===== config.mk =====
export PLATFORM = sky130hd
export DESIGN_NAME = uart_rx_oversampled
export DESIGN_NICKNAME = d
export VERILOG_FILES = /design/src/rtl/uart_pkg.sv /design/src/rtl/sync_2ff.sv /design/src/rtl/uart_rx_oversampled.sv
export SDC_FILE = /design/constraint.sdc
export NUM_CORES = 1
export LEC_CHECK = 0
export CAP_MARGIN = 20
export CORE_MARGIN = 2
export CORE_UTILIZATION = 52
export CTS_BUF_LIST = sky130_fd_sc_hd__clkbuf_4 sky130_fd_sc_hd__clkbuf_8
export CTS_CLUSTER_SIZE = 25
export DETAILED_ROUTE_END_ITERATION = 8
export PLACE_DENSITY = 0.77
export SYNTH_ARGS = -nofsm -noshare
export SYNTH_HDL_FRONTEND = slang
export SYNTH_SLANG_ARGS = --single-unit

===== constraint.sdc =====
create_clock -name clk -period 2 [get_ports clk]
set_input_delay 0.2 -clock clk [delete_from_list [all_inputs] [get_ports clk]]
set_output_delay 0.2 -clock clk [all_outputs]
set_load 0.02 [all_outputs]

===== src/rtl/uart_pkg.sv =====
// Shared UART definitions: receiver state encoding and oversampling constants.
package uart_pkg;

    typedef enum logic [2:0] {
        IDLE   = 3'd0,
        START  = 3'd1,
        DATA   = 3'd2,
        PARITY = 3'd3,
        STOP   = 3'd4
    } rx_state_t;

    localparam int OVERSAMPLE = 16;
    localparam int MID_START  = 7;

endpackage


===== src/rtl/sync_2ff.sv =====
// Generic two-flop synchronizer for asynchronous single-bit inputs.
module sync_2ff #(
    parameter logic RESET_VAL = 1'b1
) (
    input  logic clk,
    input  logic reset,
    input  logic d,
    output logic q
);

    logic meta;

    always_ff @(posedge clk or posedge reset) begin
        if (reset) begin
            meta <= RESET_VAL;
            q    <= RESET_VAL;
        end else begin
            meta <= d;
            q    <= meta;
        end
    end

endmodule


===== src/rtl/uart_rx_oversampled.sv =====
// UART receiver driven by a 16x oversample tick; LSB-first, optional parity.
// state  | meaning
// IDLE   | line idle, waiting for rx_s low
// START  | qualifying start bit at its midpoint
// DATA   | sampling DBIT data bits at bit centres
// PARITY | sampling parity bit, latching mismatch
// STOP   | sampling final stop bit, publishing frame
module uart_rx_oversampled
    import uart_pkg::*;
#(
    parameter int DBIT       = 8,
    parameter int SB_TICK    = 16,
    parameter int PARITY_EN  = 0,
    parameter int PARITY_ODD = 0
) (
    input  logic            clk,
    input  logic            reset,
    input  logic            rx,
    input  logic            s_tick,
    output logic [DBIT-1:0] dout,
    output logic            rx_done_tick,
    output logic            parity_err,
    output logic            frame_err
);

    localparam int            NW       = $clog2(DBIT);
    localparam logic [NW-1:0] LAST_BIT = NW'(DBIT - 1);
    localparam logic [NW-1:0] N_ONE    = NW'(1);
    localparam logic [4:0]    S_MID    = 5'(MID_START);
    localparam logic [4:0]    S_LAST   = 5'(OVERSAMPLE - 1);
    localparam logic [4:0]    S_STOP   = 5'(SB_TICK - 1);
    localparam logic          PAR_EN   = (PARITY_EN != 0);
    localparam logic          PAR_ODD  = (PARITY_ODD != 0);

    rx_state_t       state;
    logic            rx_s;
    logic [4:0]      s_cnt;
    logic [NW-1:0]   n_cnt;
    logic [DBIT-1:0] b_reg;
    logic            p_bad;

    sync_2ff #(.RESET_VAL(1'b1)) u_rx_sync (
        .clk   (clk),
        .reset (reset),
        .d     (rx),
        .q     (rx_s)
    );

    always_ff @(posedge clk or posedge reset) begin
        if (reset) begin
            state        <= IDLE;
            s_cnt        <= '0;
            n_cnt        <= '0;
            b_reg        <= '0;
            p_bad        <= 1'b0;
            dout         <= '0;
            rx_done_tick <= 1'b0;
            parity_err   <= 1'b0;
            frame_err    <= 1'b0;
        end else begin
            rx_done_tick <= 1'b0;
            case (state)
                // Start detection is the only transition not gated by s_tick.
                IDLE: begin
                    if (!rx_s) begin
                        state <= START;
                        s_cnt <= '0;
                    end
                end
                START: begin
                    if (s_tick) begin
                        if (s_cnt == S_MID) begin
                            if (!rx_s) begin
                                state <= DATA;
                                s_cnt <= '0;
                                n_cnt <= '0;
                            end else begin
                                state <= IDLE;
                            end
                        end else begin
                            s_cnt <= s_cnt + 5'd1;
                        end
                    end
                end
                DATA: begin
                    if (s_tick) begin
                        if (s_cnt == S_LAST) begin
                            s_cnt <= '0;
                            b_reg <= {rx_s, b_reg[DBIT-1:1]};
                            if (n_cnt == LAST_BIT) begin
                                state <= PAR_EN ? PARITY : STOP;
                            end else begin
                                n_cnt <= n_cnt + N_ONE;
                            end
                        end else begin
                            s_cnt <= s_cnt + 5'd1;
                        end
                    end
                end
                PARITY: begin
                    if (s_tick) begin
                        if (s_cnt == S_LAST) begin
                            s_cnt <= '0;
                            p_bad <= rx_s ^ (^b_reg) ^ PAR_ODD;
                            state <= STOP;
                        end else begin
                            s_cnt <= s_cnt + 5'd1;
                        end
                    end
                end
                STOP: begin
                    if (s_tick) begin
                        if (s_cnt == S_STOP) begin
                            dout         <= b_reg;
                            frame_err    <= ~rx_s;
                            parity_err   <= PAR_EN & p_bad;
                            rx_done_tick <= 1'b1;
                            state        <= IDLE;
                        end else begin
                            s_cnt <= s_cnt + 5'd1;
                        end
                    end
                end
                default: state <= IDLE;
            endcase
        end
    end

endmodule


==> reports/metrics.cfg <==
[cells_and_area]
layout.cells.most_common_list = sky130_fd_sc_hd__nand2_1, sky130_fd_sc_hd__dfrtp_1, sky130_fd_sc_hd__clkdlybuf4s50_1
area_taken_by_multi_input_logic_gates_um2 = 635.6
antennaDiodeCount = 0
mostFrequentLayoutCell = sky130_fd_sc_hd__nand2_1
flow.area_growth_from_synthesis_pct = 20.22
register_cell_area_after_layout_um2 = 778.2
post_route_cells_drive_above_1_share_pct = 18.82
fill_cells = 222
nNetsFinal = 177
finish.cell_count_without_fillers = 201

[critical_path]
critPathTopFamily = compound AO/OA/AOI/OAI gates
crit_path_max_fanout = 3
crit_arrival_ps = 2190
number_of_buffers_and_inverters_on_the_critical_path = 0
start_kind = flop
critical-path-max-stage-delay_ps = 390
criticalPathCategory = reg -> reg
crit_chain = ha_2, nand2_1, o31a_1, a211o_1, a211oi_4, mux2_1
cp_slowest_cell = sky130_fd_sc_hd__dfrtp_1
setup.worst_path.end_class = flop
cp_data_required_time_ps = 2220
worst_setup_path_startpoint = s_cnt[1]$_DFFE_PP0P_
worstReg2RegStart = s_cnt[1]$_DFFE_PP0P_

[die]
rows = 19
die_area_um2 = 3235
fp.dieW_um = 56.88
floorplan.io_pins = 15
placeableCoreArea_um2 = 2710
start_util_pct = 53.65
dieHeight_um = 56.88

[global_routing]
grtUsageTotal_pct = 20.82
grt_pass1_wl_um = 5085
grt_start_max_net_pins = 32
antenna_found_initial = 0
globalRouteOverflowTotal = 0
first_global_vias = 1149

[placement]
numPlacedInstances = 191
dp_hpwl_um = 2045
globalplace.congestion = 0.9122
port_buffers = 13

[cts]
cts.sink_count = 31
cts.clk_slew.worst_paths_ps = 110
htree_num_levels = 2
root_buffer = sky130_fd_sc_hd__clkbuf_4
numCtsBuffers = 5
clock_insertion_delay_worst_skew_ps = 340
tritoncts = done
clock_tree.buffer_depth = 2

[yosys]
syn_avg_cell_area_um2 = 10.10
synthesis.area_um2 = 1454
synth.distinct_cells = 36
synth_cells = 144
synth_largest_type_area_fraction_pct = 49.91
synth.yosys.seq_area_share_pct = 53.53
post_synth_main_area_contributors = sky130_fd_sc_hd__dfrtp_1, sky130_fd_sc_hd__nand2_1, sky130_fd_sc_hd__mux2_2
syn-num-nets = 152
yosys_warnings = 0
flops_latches_synth = 31
synth.largest_area_cell = sky130_fd_sc_hd__dfrtp_1

[sta]
rsz0062_at_grt = true
timing.final.setup_violations = 0
finalMaxSlewViolations = 0
finalCriticalPeriod_ps = 1977
timing.clock.skew_ps = 14.26
final_min_period_over_clock_period_pct = 98.86
fmaxAchievable_mhz = 505.8
hold_viol = 0
hold_ws_ps = 233.8

[outcome]
run_status = finished, final reports clean

[power_and_ir_drop]
p_total_mw = 1.334
power.share.switching_pct = 27.79
p_leak_nw = 0.8447
power-per-cell-area_nw_per_um2 = 763.0
peakVddDrop_uv = 626.5
power_frac_seq_pct = 55.5
power_frac_clock_pct = 30.0
total_switching_power_mw = 0.3706
internal-power_mw = 0.9631
combPwrFrac_pct = 14.5

[flow_run]
timing.max_cap.violations = 0

[route]
detail-route-antenna-nets = 0
detail_route.vias_per_cell = 5.617
drt_iter0_markers = 44
detail_route.wirelength_um = 2887
via_count = 1129
route.detailed.drc = 0
detail_route.first_pass.iterations = 5
drt-wirelength-per-cell_um = 14.36

[hold_path]
hold_class = in -> async

-- cell usage after synthesis (all sizes together) --
cell	number
a211o	1
a211oi	1
a21oi	2
a221o	1
a22o	1
a31oi	1
a32o	1
and4b	1
buf	2
clkbuf	4
clkinv	1
conb	1
dfrtp	29
dfstp	2
ha	4
inv	4
mux2	10
nand2	35
nand2b	3
nand3	5
nand4	1
nor2	10
nor3	5
nor4b	1
o211ai	1
o21a	1
o21ai	7
o22ai	1
o2bb2ai	1
o311ai	2
o31a	1
or3b	1
xnor2	1
xor2	2
-- metal layers --
metal | share of wire (%) | wire, um | GRT usage, %
met1 | 44 | 1279 | 27.05
met2 | 48 | 1380 | 32.89
met3 | 5.6 | 161 | 5.760
met4 | 2.3 | 65 | 8.638
met5 | 0 | 0 | 0
-- cell families after synthesis --
group                      synth area share [%]
adders and majority gates                 3.442
xor gates and xnor gates                  1.808
buffers and inverters                     3.183
AOI/OAI and AO/OA                         11.36
muxes                                     7.745
and+or+nand+nor                           18.68
other                                    0.2579
DFF                                       53.53
-- through the flow --
stage                     area (um2)  setup WS, ps  utilization (%)  setup TNS (ps)
after floorplan                 1454         90.45                -               0
after global placement          1663         69.26            61.36               0
after detailed placement        1663        -25.72            61.36          -36.50
after CTS                       1734         48.20            63.99               0
after global routing            1748        -46.49            64.50          -77.60
final                           1748         22.87            64.50               0
-- power groups by stage --
stage	registers, mW	clock network (mW)	logic (mW)
6_report	0.740	0.400	0.194
5_1_grt	0.752	0.434	0.222
4_1_cts	0.738	0.411	0.192
3_5_place_dp	0.753	0	0.184
3_3_place_gp	0.746	0	0.174
2_1_floorplan	0.733	0	0.135
-- worst register-to-register path: cells and delay by family, from the launching register on --
family          cells  cell delay (ps)
mux                 1              350
fa+ha+maj           1              200
simple gates        1               80
compound gates      3              850
flops               1              390
-- worst paths after layout --
| path | endpoint | slack [ps] | depth (start not counted) |
|---|---|---|---|
| max reg2reg | state[0]$_DFFE_PP0P_ | 20 | 6 |
| max | state[0]$_DFFE_PP0P_ | 20 | 6 |
| max in group asynchronous | u_rx_sync.q$_DFF_PP1_ | 1420 | 3 |
| min | s_cnt[4]$_DFFE_PP0P_ | 230 | 3 |
| min reg2reg | u_rx_sync.q$_DFF_PP1_ | 360 | 0 |
| min in group clk | u_rx_sync.meta$_DFF_PP1_ | 270 | 1 |
-- what timing repair did --
action                                  in CTS  in global routing
setup buffers                                1                  1
pin swaps                                    1                  0
endpoints found under the hold margin        0                  0
gates resized for setup                      0                  2
endpoints found under the setup margin       2                  2
hold buffers                                 0                  0
-- area by class of cell --
type | instances | area share, %
Inverter | 5 | 1.074
Sequential cell | 31 | 44.52
Clock buffer | 7 | 3.364
Clock inverter | 1 | 0.2863
Tap cell | 31 | 2.219
Timing Repair Buffer | 24 | 12.17
Multi-Input combinational cell | 102 | 36.36
No activity file was read; power rests on OpenSTA's default activity.
